[src/rtl/exu_flush_pkg.sv]
// Shared definitions for the EXU flush-stall controller: depth codes,
// default update phase and source-index width helper.
package exu_flush_pkg;

    typedef enum int unsigned {
        FLUSH_NONE = 0,
        FLUSH_D1   = 1,
        FLUSH_D2   = 2
    } flush_depth_e;

    localparam int unsigned UPD_PHASE_DFLT = 4;

    // A single channel still needs a 1-bit source index.
    function automatic int unsigned src_w(input int unsigned n);
        return (n > 1) ? $clog2(n) : 1;
    endfunction

endpackage

[src/rtl/exu_flush_arb.sv]
// Combinational flush arbiter: masks and clamps each channel's depth,
// then picks the deepest request, lowest channel index on ties.
module exu_flush_arb
    import exu_flush_pkg::*;
#(
    parameter int unsigned NCH       = 2,
    parameter int unsigned DW        = 2,
    parameter int unsigned MAX_DEPTH = 3
) (
    input  logic [NCH*DW-1:0]      flush_req,
    input  logic [NCH-1:0]         flush_mask,
    output logic [DW-1:0]          req_max,
    output logic [src_w(NCH)-1:0]  winner
);

    localparam int unsigned SW = src_w(NCH);
    localparam logic [DW-1:0] MAX_D = DW'(MAX_DEPTH);

    logic [DW-1:0] eff;

    always_comb begin
        req_max = '0;
        winner  = '0;
        eff     = '0;
        for (int unsigned i = 0; i < NCH; i++) begin
            if (flush_mask[i]) begin
                eff = '0;
            end else if (flush_req[i*DW +: DW] > MAX_D) begin
                eff = MAX_D;
            end else begin
                eff = flush_req[i*DW +: DW];
            end
            // Strictly greater keeps the lowest index among equal depths.
            if (eff > req_max) begin
                req_max = eff;
                winner  = SW'(i);
            end
        end
    end

endmodule

[src/rtl/exu_flush_ctrl.sv]
// Flush-stall controller: slot counter updated on one cycle_cnt phase,
// registered stall outputs, winning source and saturating event counter.
module exu_flush_ctrl
    import exu_flush_pkg::*;
#(
    parameter int unsigned NCH       = 2,
    parameter int unsigned DW        = 2,
    parameter int unsigned MAX_DEPTH = 3,
    parameter int unsigned CW        = 4,
    parameter int unsigned UPD_PHASE = UPD_PHASE_DFLT,
    parameter int unsigned PERF_W    = 16
) (
    input  logic                   hclk,
    input  logic                   hrst,
    input  logic [CW-1:0]          cycle_cnt,
    input  logic [NCH*DW-1:0]      flush_req,
    input  logic [NCH-1:0]         flush_mask,
    input  logic                   flush_clr,
    output logic                   flush_stall,
    output logic [DW-1:0]          stall_slots,
    output logic [src_w(NCH)-1:0]  flush_src,
    output logic                   flush_src_vld,
    output logic [PERF_W-1:0]      flush_evt_cnt
);

    localparam int unsigned SW = src_w(NCH);

    logic [DW-1:0] req_max;
    logic [SW-1:0] winner;
    logic [DW-1:0] dec;
    logic [DW-1:0] slots_n;
    logic          upd;
    logic          accept;

    exu_flush_arb #(
        .NCH       (NCH),
        .DW        (DW),
        .MAX_DEPTH (MAX_DEPTH)
    ) u_arb (
        .flush_req  (flush_req),
        .flush_mask (flush_mask),
        .req_max    (req_max),
        .winner     (winner)
    );

    // stall_slots doubles as the slot state; no separate shadow register.
    always_comb begin
        upd     = (cycle_cnt == CW'(UPD_PHASE));
        dec     = (stall_slots == '0) ? '0 : stall_slots - 1'b1;
        slots_n = stall_slots;
        accept  = 1'b0;
        if (flush_clr) begin
            slots_n = '0;
        end else if (upd) begin
            slots_n = (req_max > dec) ? req_max : dec;
            accept  = (req_max != '0) && (req_max > dec);
        end
    end

    always_ff @(posedge hclk) begin
        if (hrst) begin
            stall_slots   <= '0;
            flush_stall   <= 1'b0;
            flush_src     <= '0;
            flush_src_vld <= 1'b0;
            flush_evt_cnt <= '0;
        end else begin
            stall_slots <= slots_n;
            flush_stall <= (slots_n != '0);
            if (flush_clr) begin
                flush_src_vld <= 1'b0;
            end else if (accept) begin
                flush_src     <= winner;
                flush_src_vld <= 1'b1;
                if (flush_evt_cnt != '1) begin
                    flush_evt_cnt <= flush_evt_cnt + 1'b1;
                end
            end
        end
    end

endmodule

[config.mk]
export PLATFORM = sky130hd
export DESIGN_NAME = exu_flush_ctrl
export DESIGN_NICKNAME = d
export VERILOG_FILES = /design/src/rtl/exu_flush_pkg.sv /design/src/rtl/exu_flush_arb.sv /design/src/rtl/exu_flush_ctrl.sv
export SDC_FILE = /design/constraint.sdc
export NUM_CORES = 1
export LEC_CHECK = 0
export BUFFER_PORTS_ARGS = -buffer_cell sky130_fd_sc_hd__buf_4
export CORE_MARGIN = 5
export CORE_UTILIZATION = 49
export CTS_BUF_LIST = sky130_fd_sc_hd__clkbuf_16
export DETAILED_ROUTE_END_ITERATION = 7
export GPL_TIMING_DRIVEN = 0
export PLACE_DENSITY = 0.84
export SKIP_LAST_GASP = 1
export SLEW_MARGIN = 20
export SYNTH_ARGS = -nofsm -noshare
export SYNTH_HDL_FRONTEND = slang
export SYNTH_SLANG_ARGS = --single-unit
[constraint.sdc]
create_clock -name hclk -period 4.3 [get_ports hclk]
set_clock_uncertainty 0.1 [all_clocks]
set_input_delay 1.29 -clock hclk [delete_from_list [all_inputs] [get_ports hclk]]
set_output_delay 1.29 -clock hclk [all_outputs]
set_load 0.05 [all_outputs]
==> results of run 1 <==
==> worst max-delay path, stage by stage <==
cell,delay [ps]
buf_4,120
nor2b_1,190
ha_1,300
nor2_1,220
o22a_1,190
ha_1,230
nand2_1,120
o2111ai_2,290
nor3_1,360
a311oi_1,150
a41o_1,220
==> worst paths after layout <==
kind	from	to	slack, ps	cells after the start
max reg2reg	stall_slots[1]	flush_evt_cnt[15]	2060	7
min	flush_src_vld	flush_src_vld	400	2
min reg2reg	flush_src_vld	flush_src_vld	400	2
max	flush_mask[1]	flush_evt_cnt[15]	670	11
==> layer usage <==
| layer | vias to the layer above | GRT usage |
|---|---|---|
| li1 | 603 | - |
| met1 | 570 | 0.2364 |
| met2 | 51 | 0.3441 |
| met3 | 7 | 0.04752 |
| met4 | 0 | 0.1139 |
| met5 | - | 0 |
==> sequential cells by signal, indices dropped and copies added (netlist names) <==
signal         flops
flush_evt_cnt     16
flush_src          1
flush_src_vld      1
flush_stall        1
stall_slots        2
==> power groups by stage <==
stage | combinational, uW | clock [uW] | sequential [uW]
after detailed placement | 42.9 | 0 | 200
final | 43.6 | 200 | 195
after global routing | 48.1 | 213 | 195
after CTS | 43.4 | 203 | 195
after floorplan | 24.1 | 0 | 201
after global placement | 40.3 | 0 | 200
==> cell families after synthesis <==
family | count (synthesis)
compound gates | 26
xor+xnor | 6
fa+ha+maj | 6
buf+inv | 9
flops | 21
mux | 5
simple gates | 69
==> cells in the mapped netlist, types with 5 or more instances <==
cell type   n  area (um2)
dfxtp_1    21       420.4
nor2_1     15       56.30
a21oi_1     7       35.03
inv_1       7       26.28
nand3_1     7       35.03
o21ai_0     7       35.03
ha_1        6       75.07
nand2_1     6       22.52
nand4_1     6       37.54
nor3_1      6       30.03
or3_1       6       37.54
xnor2_1     6       52.55
and3_1      5       31.28
==> per-stage QoR <==
step           utilization  setup slack [ps]  cells
2_1_floorplan            -             865.9    142
3_3_place_gp        0.6213             576.2    205
3_5_place_dp        0.6213             458.8    205
4_1_cts             0.6539             682.0    209
5_1_grt             0.6539             574.3    209
6_report            0.6539             669.2    209
==> final cells by class <==
cell class                      instances  area [um2]
Clock inverter                          1       5.005
Timing Repair Buffer                   33       247.7
Clock buffer                            3       75.07
Buffer                                  2       7.507
Sequential cell                        21       420.4
Multi-Input combinational cell        112       785.8
Fill cell                             210       849.6
Tap cell                               30       37.54
Inverter                                7       26.28
==> metrics, run 1 <==
WHS=402.4 ps; CTS Buf Count=3; Ys Warns=0; outcome=finished clean; Post-Synth XOR/XNOR Area=0.04238; CTS Buffer Depth=2; final period utilization=0.8444; Worst-Margin Slew=between 500 and 600 ps; pin count of the biggest net entering global routing=13; final WL=approximately 3200 um; CP Class=input port to register; clock transition at the registers of the reported paths=~60 ps; placed inst area=0.001525 mm2; nets=199; largest family of logic cells by synthesized area=simple AND/OR/NAND/NOR gates; overall routing resource usage=0.2042; first-pass GRT wire length=between 5000 and 6000 um; max-cap viol count=0; Resized Gates After CTS=0; Routed Antenna Nets=0; Synth Area in Compound Gates=0.1645; unrepaired setup endpoints after global routing=no; total power=439.1 uW; CTS HTree Levels=1; fin crit period=approximately 3600 ps; Yosys reg bits=21; Worst-Skew Late Latency=250 ps; PortBufs=33; synthesized area per cell=8.732 um2; CTS Sinks=21; Pint=338.7 uW; Switch Pwr=100.4 uW; CTS Root Cell=clkbuf_16; CTS Hold Bufs=0; Leak=0.0006216 uW; WL met3=213 um; vias in the first global route=1,272; routed vias=1,231; adder-cell share of the synthesized area=0.06054; CP Launch Type=input port; switch share=0.2287; clock share of power=0.456; Crit Path Max Fanout=7; RePlAce Congestion=0.7650; Die H=between 60 and 70 um; Unique masters post-synth=37; vias per cell=roughly 6; Worst setup EP type=register; most frequent cells in the layout=buf_4, dfxtp_1, nor2_1; setup TNS=0 ps; Synth Area in Simple Gates=0.3249; Post-synth EDFFs=0; sequential area share after synthesis=0.3391; commonest non-fill, non-tap cell in the layout=buf_4; Worst EP required=4350 ps; DP HPWL=2411 um; Post-Syn Area=0.001240 mm2; post-CTS setup buffer count=0; Final Hold Fails=0; Routed WL per cell=15.45 um; Max Clk Rate=275.4 MHz; Final setup viols=0; Iter 0 DRT Violations=46; Post-synth ARST share=0; Slew Viols, Final=0; initial antenna violation count=0; post-synthesis mux area share=0.04137; Initial Util=0.5051; ys flop type=dfxtp_1; slew margin rel.=0.6651; die outline area=0.003637 mm2; GRT Residual Overflow=0; Post-Syn Instances=142; Pre-antenna DRT Iters=4; post-route cell area=0.001605 mm2; Data arrival, critical path=approximately 3700 ps; # rows=18; CTS tree=yes; P&R area growth vs syn=29.47%; met2 wire length=between 1500 and 2000 um; io pins=34; CORE AREA=0.002455 mm2; die width=between 60 and 70 um; Power per Cell Area=approximately 270 mW/mm2; syn_nets=approximately 160; M1 WL=1327 um; uppermost layer routed=met4; Comb pwr share=0.099; DRC=0; maximum vdd drop=0.1942 mV; Flop pwr share=0.445; n_diodes=0; HP Class=register to register; share of cells above drive strength 1=0.2514
(Power assumes the default switching activity.)
==> run 2, diff against run 1 <==
Clock period 4.3 ns to 3.4 ns, I/O delays scaled along.
==> metrics, run 2 (same netlist as run 1, synthesis figures left out) <==
Worst setup EP type=register; Data arrival, critical path=3380 ps (-300 ps); share of cells above drive strength 1=0.2682 (+0.01676); Iter 0 DRT Violations=42 (-8.7%); CTS Hold Bufs=0 (unchanged); WHS=402.4 ps (unchanged); Worst-Skew Late Latency=250 ps (about the same); Routed Antenna Nets=0 (unchanged); GRT Residual Overflow=0 (unchanged); Crit Path Max Fanout=7 (unchanged); Hold Startpoint=flush_src_vld; Max Clk Rate=approximately 300 MHz; routed vias=1,239 (+0.65%); final WL=3215 um (-0.43%); post-CTS setup buffer count=0 (unchanged); vias per cell=5.928 (+0.65%); initial antenna violation count=0 (unchanged); Final setup viols=0 (unchanged); die width=60.31 um (unchanged); Pre-antenna DRT Iters=4 (unchanged); Resized Gates After CTS=0 (unchanged); CP Launch Type=input port; PortBufs=33 (unchanged); slew margin rel.=0.6655 (about the same); clock transition at the registers of the reported paths=60 ps (about the same); Leak=0.0006201 uW (-0.23%); Largest register FFs=16 (unchanged); maximum vdd drop=0.2441 mV (+26%); Die H=60.31 um (unchanged); crit path from=flush_mask[0]; io pins=34 (unchanged); CTS Buf Count=3 (unchanged); die outline area=0.003637 mm2 (unchanged); n_diodes=0 (unchanged); unrepaired setup endpoints after global routing=yes; commonest non-fill, non-tap cell in the layout=buf_4; CTS HTree Levels=1 (unchanged); HP Class=register to register; max-cap viol count=0 (unchanged); P&R area growth vs syn=30.27%; first-pass GRT wire length=5630 um (unchanged); final period utilization=0.9811; # rows=18 (unchanged); Routed WL per cell=15.38 um (-0.43%); Initial Util=0.5051 (unchanged); RR Startpoint=stall_slots[1]; CTS Buffer Depth=2 (unchanged); DRC=0 (unchanged); biggest regs=flush_evt_cnt x16, stall_slots x2; Final Hold Fails=0 (unchanged); non-filler instance count after layout=209 (unchanged); DP HPWL=2411 um (unchanged); total placed cells including tap cells=205 (unchanged); CTS Root Cell=clkbuf_16; nets=199 (unchanged); Worst EP required=3450 ps (-900 ps); CTS tree=yes; CTS Sinks=21 (unchanged); RePlAce Congestion=0.7650 (unchanged); Worst-Margin Slew=501.7 ps (-0.5788 ps); CORE AREA=0.002455 mm2 (unchanged); outcome=finished clean; fin crit period=~3300 ps; pin count of the biggest net entering global routing=13 (unchanged); overall routing resource usage=0.2042 (unchanged); Power per Cell Area=343.8 mW/mm2 (+26%); Slew Viols, Final=0 (unchanged); vias in the first global route=1,272 (unchanged); CP Class=input port to register; most frequent cells in the layout=buf_4, dfxtp_1, nor2_1; most flop-heavy register=flush_evt_cnt; total power=555.4 uW (+26%)
==> run 2: cell counts in the layout (fill, tap and decap cells not counted) <==
Identical to the previous run, type by type.
==> run 2: worst paths after layout <==
check	end	slack, ps	depth (start not counted)
max	flush_evt_cnt[15]	60	11
min	flush_src_vld	400	2
max reg2reg	flush_evt_cnt[15]	1170	7
min reg2reg	flush_src_vld	400	2
==> run 2: final cells by class <==
type	instances	area (um2)
clock inverters	1	5.005
multi-input cells	112	795.8
plain buffers	2	7.507
repair buffers	33	247.7
fillers	205	839.6
flip-flops and latches	21	420.4
clock buffers	3	75.07
inverters	7	26.28
well taps	30	37.54
==> run 2: where the power goes <==
part | total, uW | switching, uW | internal [uW]
combinational | 56.2 | 31.9 | 24.3
clock | 252 | 94.0 | 158
sequential | 247 | 0.452 | 247
==> run 2: worst max-delay path, cell delays in order <==
cell	delay, ps
buf_4	110
nand2b_1	160
ha_2	360
nor2_2	60
o22a_1	210
ha_1	210
nor2b_1	240
o2111ai_2	290
nor3_1	350
a311oi_1	150
a41o_1	220
==> run 2: routing by layer <==
metal / track usage / vias to the layer above / routed length [um]
li1: - / 604 / -
met1: 0.2364 / 584 / 1347
met3: 0.04752 / 9 / 180
met5: 0 / - / 0
met2: 0.3441 / 42 / 1588
met4: 0.1139 / 0 / 99
==> run 2: through the flow <==
stage | util | TNS [ps] | worst slack, ps | area, um2
4_1_cts | 0.6539 | 0 | 52.02 | 1605
6_report | 0.6580 | 0 | 64.25 | 1615
3_5_place_dp | 0.6213 | -959.6 | -171.2 | 1525
3_3_place_gp | 0.6213 | -53.85 | -53.85 | 1525
5_1_grt | 0.6580 | -37.85 | -23.95 | 1615
2_1_floorplan | - | 0 | 235.9 | 1240
